==> src/rtl/fifo_packer_nto1.sv <==
// N:1 width packer from a non-FWFT source FIFO into a wide destination FIFO, with threshold-triggered fixed bursts.
// Define PACKER_FLUSH_EN to drain the sub-threshold residue (PAD-completed) when a run ends.
module fifo_packer_nto1 #(
    parameter int              IN_W   = 32,
    parameter int              RATIO  = 2,
    parameter int              CNT_W  = 17,
    parameter int              THRESH = 'h100,
    parameter logic [IN_W-1:0] PAD    = 'hF0F0F0F0
) (
    input  logic                  digiclk_i,
    input  logic                  reset_i,
    input  logic                  mem_en_i,
    input  logic                  last_write_i,
    input  logic [CNT_W-1:0]      src_rdcnt_i,
    input  logic [IN_W-1:0]       src_data_i,
    output logic                  src_re_o,
    input  logic                  dst_empty_i,
    input  logic                  dst_afull_i,
    output logic                  dst_we_o,
    output logic [IN_W*RATIO-1:0] dst_data_o,
    output logic                  busy_o
);

    localparam int                LANE_W    = (RATIO > 1) ? $clog2(RATIO) : 1;
    localparam int                TH_W      = $clog2(THRESH + 1);
    localparam int                BL_W      = ((TH_W > CNT_W) ? TH_W : CNT_W) + 1;
    localparam logic [BL_W-1:0]   THRESH_BL = BL_W'(THRESH);
    localparam logic [LANE_W-1:0] LAST_LANE = LANE_W'(RATIO - 1);

    typedef enum logic [1:0] {
        IDLE,
        BURST,
        DRAIN
`ifdef PACKER_FLUSH_EN
        , FLUSH
`endif
    } state_t;

    state_t                  state, state_next;
    logic                    daq_ready, hold, go, pace_ok;
    logic                    rd_vld, step, load_burst;
    logic [BL_W-1:0]         burst_left, rdcnt_ext;
    logic [LANE_W-1:0]       lane_idx;
    logic [IN_W-1:0]         lanes [RATIO];
    logic                    word_vld;
    logic [IN_W-1:0]         word_in;
    logic [IN_W*RATIO-1:0]   packed_word;

`ifdef PACKER_FLUSH_EN
    localparam logic [BL_W-1:0] ROUND_MASK = BL_W'(RATIO - 1);
    logic            load_flush, flush_start, pad_vld;
    logic [BL_W-1:0] real_left;
    assign flush_start = daq_ready & last_write_i & ~mem_en_i &
                         (rdcnt_ext != '0) & (rdcnt_ext < THRESH_BL);
`endif

    assign rdcnt_ext = BL_W'(src_rdcnt_i);
    assign go        = daq_ready & ~hold & (rdcnt_ext >= THRESH_BL);
    assign pace_ok   = ~dst_afull_i & ~hold;
    assign busy_o    = (state != IDLE);

    always_ff @(posedge digiclk_i) begin
        if (reset_i) begin
            state     <= IDLE;
            daq_ready <= 1'b0;
            hold      <= 1'b0;
        end else begin
            state <= state_next;
            if (mem_en_i)          daq_ready <= 1'b1;
            else if (last_write_i) daq_ready <= 1'b0;
            if (dst_afull_i)       hold <= 1'b1;
            else if (dst_empty_i)  hold <= 1'b0;
        end
    end

    // step = one lane slot consumed this clk; the burst ends on the clk its last read issues
    always_comb begin
        state_next = state;
        src_re_o   = 1'b0;
        step       = 1'b0;
        load_burst = 1'b0;
`ifdef PACKER_FLUSH_EN
        load_flush = 1'b0;
`endif
        case (state)
            IDLE: begin
                if (go) begin
                    state_next = BURST;
                    load_burst = 1'b1;
                end
`ifdef PACKER_FLUSH_EN
                else if (flush_start) begin
                    state_next = FLUSH;
                    load_flush = 1'b1;
                end
`endif
            end
            BURST: begin
                step     = pace_ok & (burst_left != '0);
                src_re_o = step;
                if (burst_left == '0 || (step && burst_left == BL_W'(1)))
                    state_next = DRAIN;
            end
`ifdef PACKER_FLUSH_EN
            FLUSH: begin
                step     = pace_ok & (burst_left != '0);
                src_re_o = step & (real_left != '0);
                if (burst_left == '0 || (step && burst_left == BL_W'(1)))
                    state_next = DRAIN;
            end
`endif
            DRAIN:   state_next = IDLE;
            default: state_next = IDLE;
        endcase
    end

    always_ff @(posedge digiclk_i) begin
        if (reset_i)         burst_left <= '0;
        else if (load_burst) burst_left <= THRESH_BL;
`ifdef PACKER_FLUSH_EN
        else if (load_flush) burst_left <= (rdcnt_ext + ROUND_MASK) & ~ROUND_MASK;
`endif
        else if (step)       burst_left <= burst_left - BL_W'(1);
    end

`ifdef PACKER_FLUSH_EN
    // Slots past the real residue become PAD lanes to complete the final word
    always_ff @(posedge digiclk_i) begin
        if (reset_i) begin
            real_left <= '0;
            pad_vld   <= 1'b0;
        end else begin
            pad_vld <= step & ~src_re_o;
            if (load_flush)                       real_left <= rdcnt_ext;
            else if (src_re_o && real_left != '0) real_left <= real_left - BL_W'(1);
        end
    end
`endif

    always_comb begin
        word_vld = rd_vld;
        word_in  = src_data_i;
`ifdef PACKER_FLUSH_EN
        if (pad_vld) begin
            word_vld = 1'b1;
            word_in  = PAD;
        end
`endif
    end

    always_comb begin
        packed_word = '0;
        for (int i = 0; i < RATIO; i++)
            packed_word[i*IN_W +: IN_W] = (i == RATIO - 1) ? word_in : lanes[i];
    end

    always_ff @(posedge digiclk_i) begin
        if (word_vld) lanes[lane_idx] <= word_in;
    end

    always_ff @(posedge digiclk_i) begin
        if (reset_i) begin
            rd_vld     <= 1'b0;
            lane_idx   <= '0;
            dst_we_o   <= 1'b0;
            dst_data_o <= {RATIO{PAD}};
        end else begin
            rd_vld   <= src_re_o;
            dst_we_o <= 1'b0;
            if (word_vld) begin
                if (lane_idx == LAST_LANE) begin
                    lane_idx   <= '0;
                    dst_we_o   <= 1'b1;
                    dst_data_o <= packed_word;
                end else begin
                    lane_idx <= lane_idx + LANE_W'(1);
                end
            end
        end
    end

endmodule

==> config.mk <==
export PLATFORM = sky130hd
export DESIGN_NAME = fifo_packer_nto1
export DESIGN_NICKNAME = d
export VERILOG_FILES = /design/src/rtl/fifo_packer_nto1.sv
export SDC_FILE = /design/constraint.sdc
export NUM_CORES = 1
export LEC_CHECK = 0
export CAP_MARGIN = 20
export CORE_MARGIN = 5
export CORE_UTILIZATION = 40
export DETAILED_ROUTE_END_ITERATION = 6
export DONT_BUFFER_PORTS = 1
export PLACE_DENSITY = 0.58
export SLEW_MARGIN = 30
export SYNTH_ARGS = -nofsm -noshare
export SYNTH_HDL_FRONTEND = slang
export SYNTH_SLANG_ARGS = --single-unit
==> constraint.sdc <==
create_clock -name digiclk_i -period 6.8 [get_ports digiclk_i]
set_input_delay 0.68 -clock digiclk_i [delete_from_list [all_inputs] [get_ports digiclk_i]]
set_output_delay 0.68 -clock digiclk_i [all_outputs]
set_load 0.05 [all_outputs]
==> results.cfg <==
[synthesis]
synth_seq_cells = 121
synth_ff_type = dfxtp_1
yosys-top-cells-area = dfxtp_1 (43%), edfxtp_1 (23%), a22o_1 (6.8%), o22a_1 (6.8%), xnor2_1 (3.4%)
synth-edff-count = 32
synth.top_cell.area_share = 0.4348
synthesis.area_um2 = 4098
synth_cells = 312
synth.area.mux_share = 0.002443
async_flop_share = 0
synth_top_family_by_area = compound AO/OA/AOI/OAI gates
synth_xor_area_frac = 0.03420
ys_seq_area_frac = 0.6693
synth-simple-area-share = 0.09344
synth.largest_area_cell = dfxtp_1
synth_fa_ha_area_frac = 0.006107
syn_nets = 369
ys_warn_count = 0
synth_cell_types = 33
synth-compound-area-share = 0.1704
avgSynthCellArea_um2 = 13.13

[setup_path]
crit_required_ps = 6120
worstSetupPathType = reg2out
end_kind = output pin
crit_chain = inv_1, ha_1, or3b_2, nor2_1, a21boi_1, buf_4
worstPathArrival_ps = 2370
crit_family = simple AND/OR/NAND/NOR gates
crit_buf_inv = 2
critPathMaxStageDelay_ps = 470
crit_fanout = 9
startpoint_type = flop
cpMaxStageDelayCell = or3b_2

[cts]
cts_tree = done
htreeDepth = 4
clk_pin_slew_ps = 50
clock_path_buffers = 2
clk_latency_ps = 510
cts_buffers = 17
post-cts-setup-buffers = 0
cts-root-buf = clkbuf_8
cts.repair.resized = 0
hold_buffers = 0
clock_sinks = 121

[global_routing]
grt_pass1_vias = 2476
globalRouteTotalUtil = 0.1369
grt_pass1_wl_um = 13370
grt.overflow.total = 0
grt_max_degree = 34
antenna_found_initial = 0

[floorplanning]
pin_count = 122
die_h_um = 111.2
rows = 37
initial_utilization = 0.4042
dieArea_um2 = 12370
fp.dieW_um = 111.2
coreArea_um2 = 10140

[sta]
min_period_over_period = 0.4491
finalCriticalPeriod_ps = 3054
max_slew_margin = 0.5568
final-hold-violation-count = 0
worst_pin_slew_ps = 656.2
max_clock_freq_mhz = 327.4
setup_violations = 0
fin_tns_setup_ps = 0
drv_slew = 0
grt_setup_unrepaired = no
fin_skew_ps = 5.260

[placement]
dp_hpwl_um = 5244
gp_congestion = 0.7654
dpl-instance-area_um2 = 4222
port_buffers = 0

[finish]
nets = 373
nFillCells = 926
diodes = 0
drive_gt1_frac = 0.1520
mostFrequentLayoutCells = dfxtp_1 (89), o22a_1 (32), a22o_1 (32), edfxtp_1 (32), nor2_1 (25)
final_area_um2 = 4765
final_common_cell = dfxtp_1
multi_input_area_um2 = 1267
final-seq-area_um2 = 2743
area_growth_pct = 16.27

[routing]
wl_per_cell_um = 17.41
vias_per_cell = 5.228
detail-route-antenna-nets = 0
wl_um = 8097
num_vias = 2431
drt_iter0_markers = 109
drtPass1Iterations = 4
drc = 0

[run]
cap_violations = 0

[status]
status = finished, final reports clean

[hold_path]
hold_path.class = in2reg

[pwr]
pwr_density_cell_nw_per_um2 = 323.3
ir_drop_mv = 0.2272
power_leakage_uw = 0.001657
power_uw = 1540
==> cells by family after synthesis <==
family                     count (synthesis)
and+or+nand+nor                           64
buffers and inverters                     24
xor gates and xnor gates                  16
DFF                                      121
AOI/OAI and AO/OA                         84
muxes                                      1
adders and majority gates                  2
==> layer usage <==
metal  vias to the layer above  GRT usage  part of all wire
met2                        65     0.2039              0.46
met3                        16    0.06878             0.083
met5                         -          0                 0
met4                         0    0.07056             0.022
li1                       1185          -                 -
met1                      1165     0.1621              0.43
==> path summary, 6_finish.rpt <==
check                 from  slack, ps  depth (start not counted)             end
max reg2reg  burst_left[0]       4600                          8   burst_left[0]
min reg2reg   lanes[0][13]        450                          1  dst_data_o[13]
max          burst_left[0]       3750                          6        src_re_o
min                reset_i        230                          1   burst_left[8]
==> flip-flops by register name, summed over array words and instances, names as in the netlist <==
name,flops
lanes,32
burst_left,18
dst_we_o,1
daq_ready,1
state,2
hold,1
lane_idx,1
dst_data_o,64
rd_vld,1
==> metrics by stage <==
stage / hold slack (ps) / util / std cells / setup slack, ps
after floorplan: 429.4 / - / 312 / 4116
after global placement: 430.4 / 0.4164 / 432 / 4188
after detailed placement: 438.9 / 0.4164 / 432 / 4135
after CTS: 206.5 / 0.4672 / 464 / 3720
after global routing: 202.2 / 0.4699 / 465 / 3596
final: 233.4 / 0.4699 / 465 / 3746
==> layout make-up <==
| cell class | count | area share |
|---|---|---|
| Clock buffer | 21 | 0.09217 |
| Clock inverter | 11 | 0.01602 |
| Inverter | 5 | 0.003939 |
| Multi-Input combinational cell | 167 | 0.2660 |
| Sequential cell | 121 | 0.5756 |
| Tap cell | 136 | 0.03571 |
| Timing Repair Buffer | 4 | 0.01050 |
==> cell usage after synthesis (3+ instances only) <==
cell type	n
a2111oi_0	3
a211oi_1	4
a21oi_1	8
a22o_1	32
buf_1	5
clkbuf_1	12
dfxtp_1	89
edfxtp_1	32
inv_1	5
nand2_1	4
nor2_1	25
nor2b_1	3
nor3_1	3
nor4_1	4
nor4_2	3
o22a_1	32
or2_2	5
or3_1	7
xnor2_1	16
==> power breakdown <==
part / switching [uW] / internal [uW] / total, uW / leakage, uW
registers: 2.57 / 742 / 745 / 0.00101
clock network: 309 / 455 / 764 / 0.000244
logic: 21.3 / 9.96 / 31.3 / 0.000406
total: 333 / 1210 / 1540 / 0.00166
Note: power is estimated with default switching activity, not from simulation.
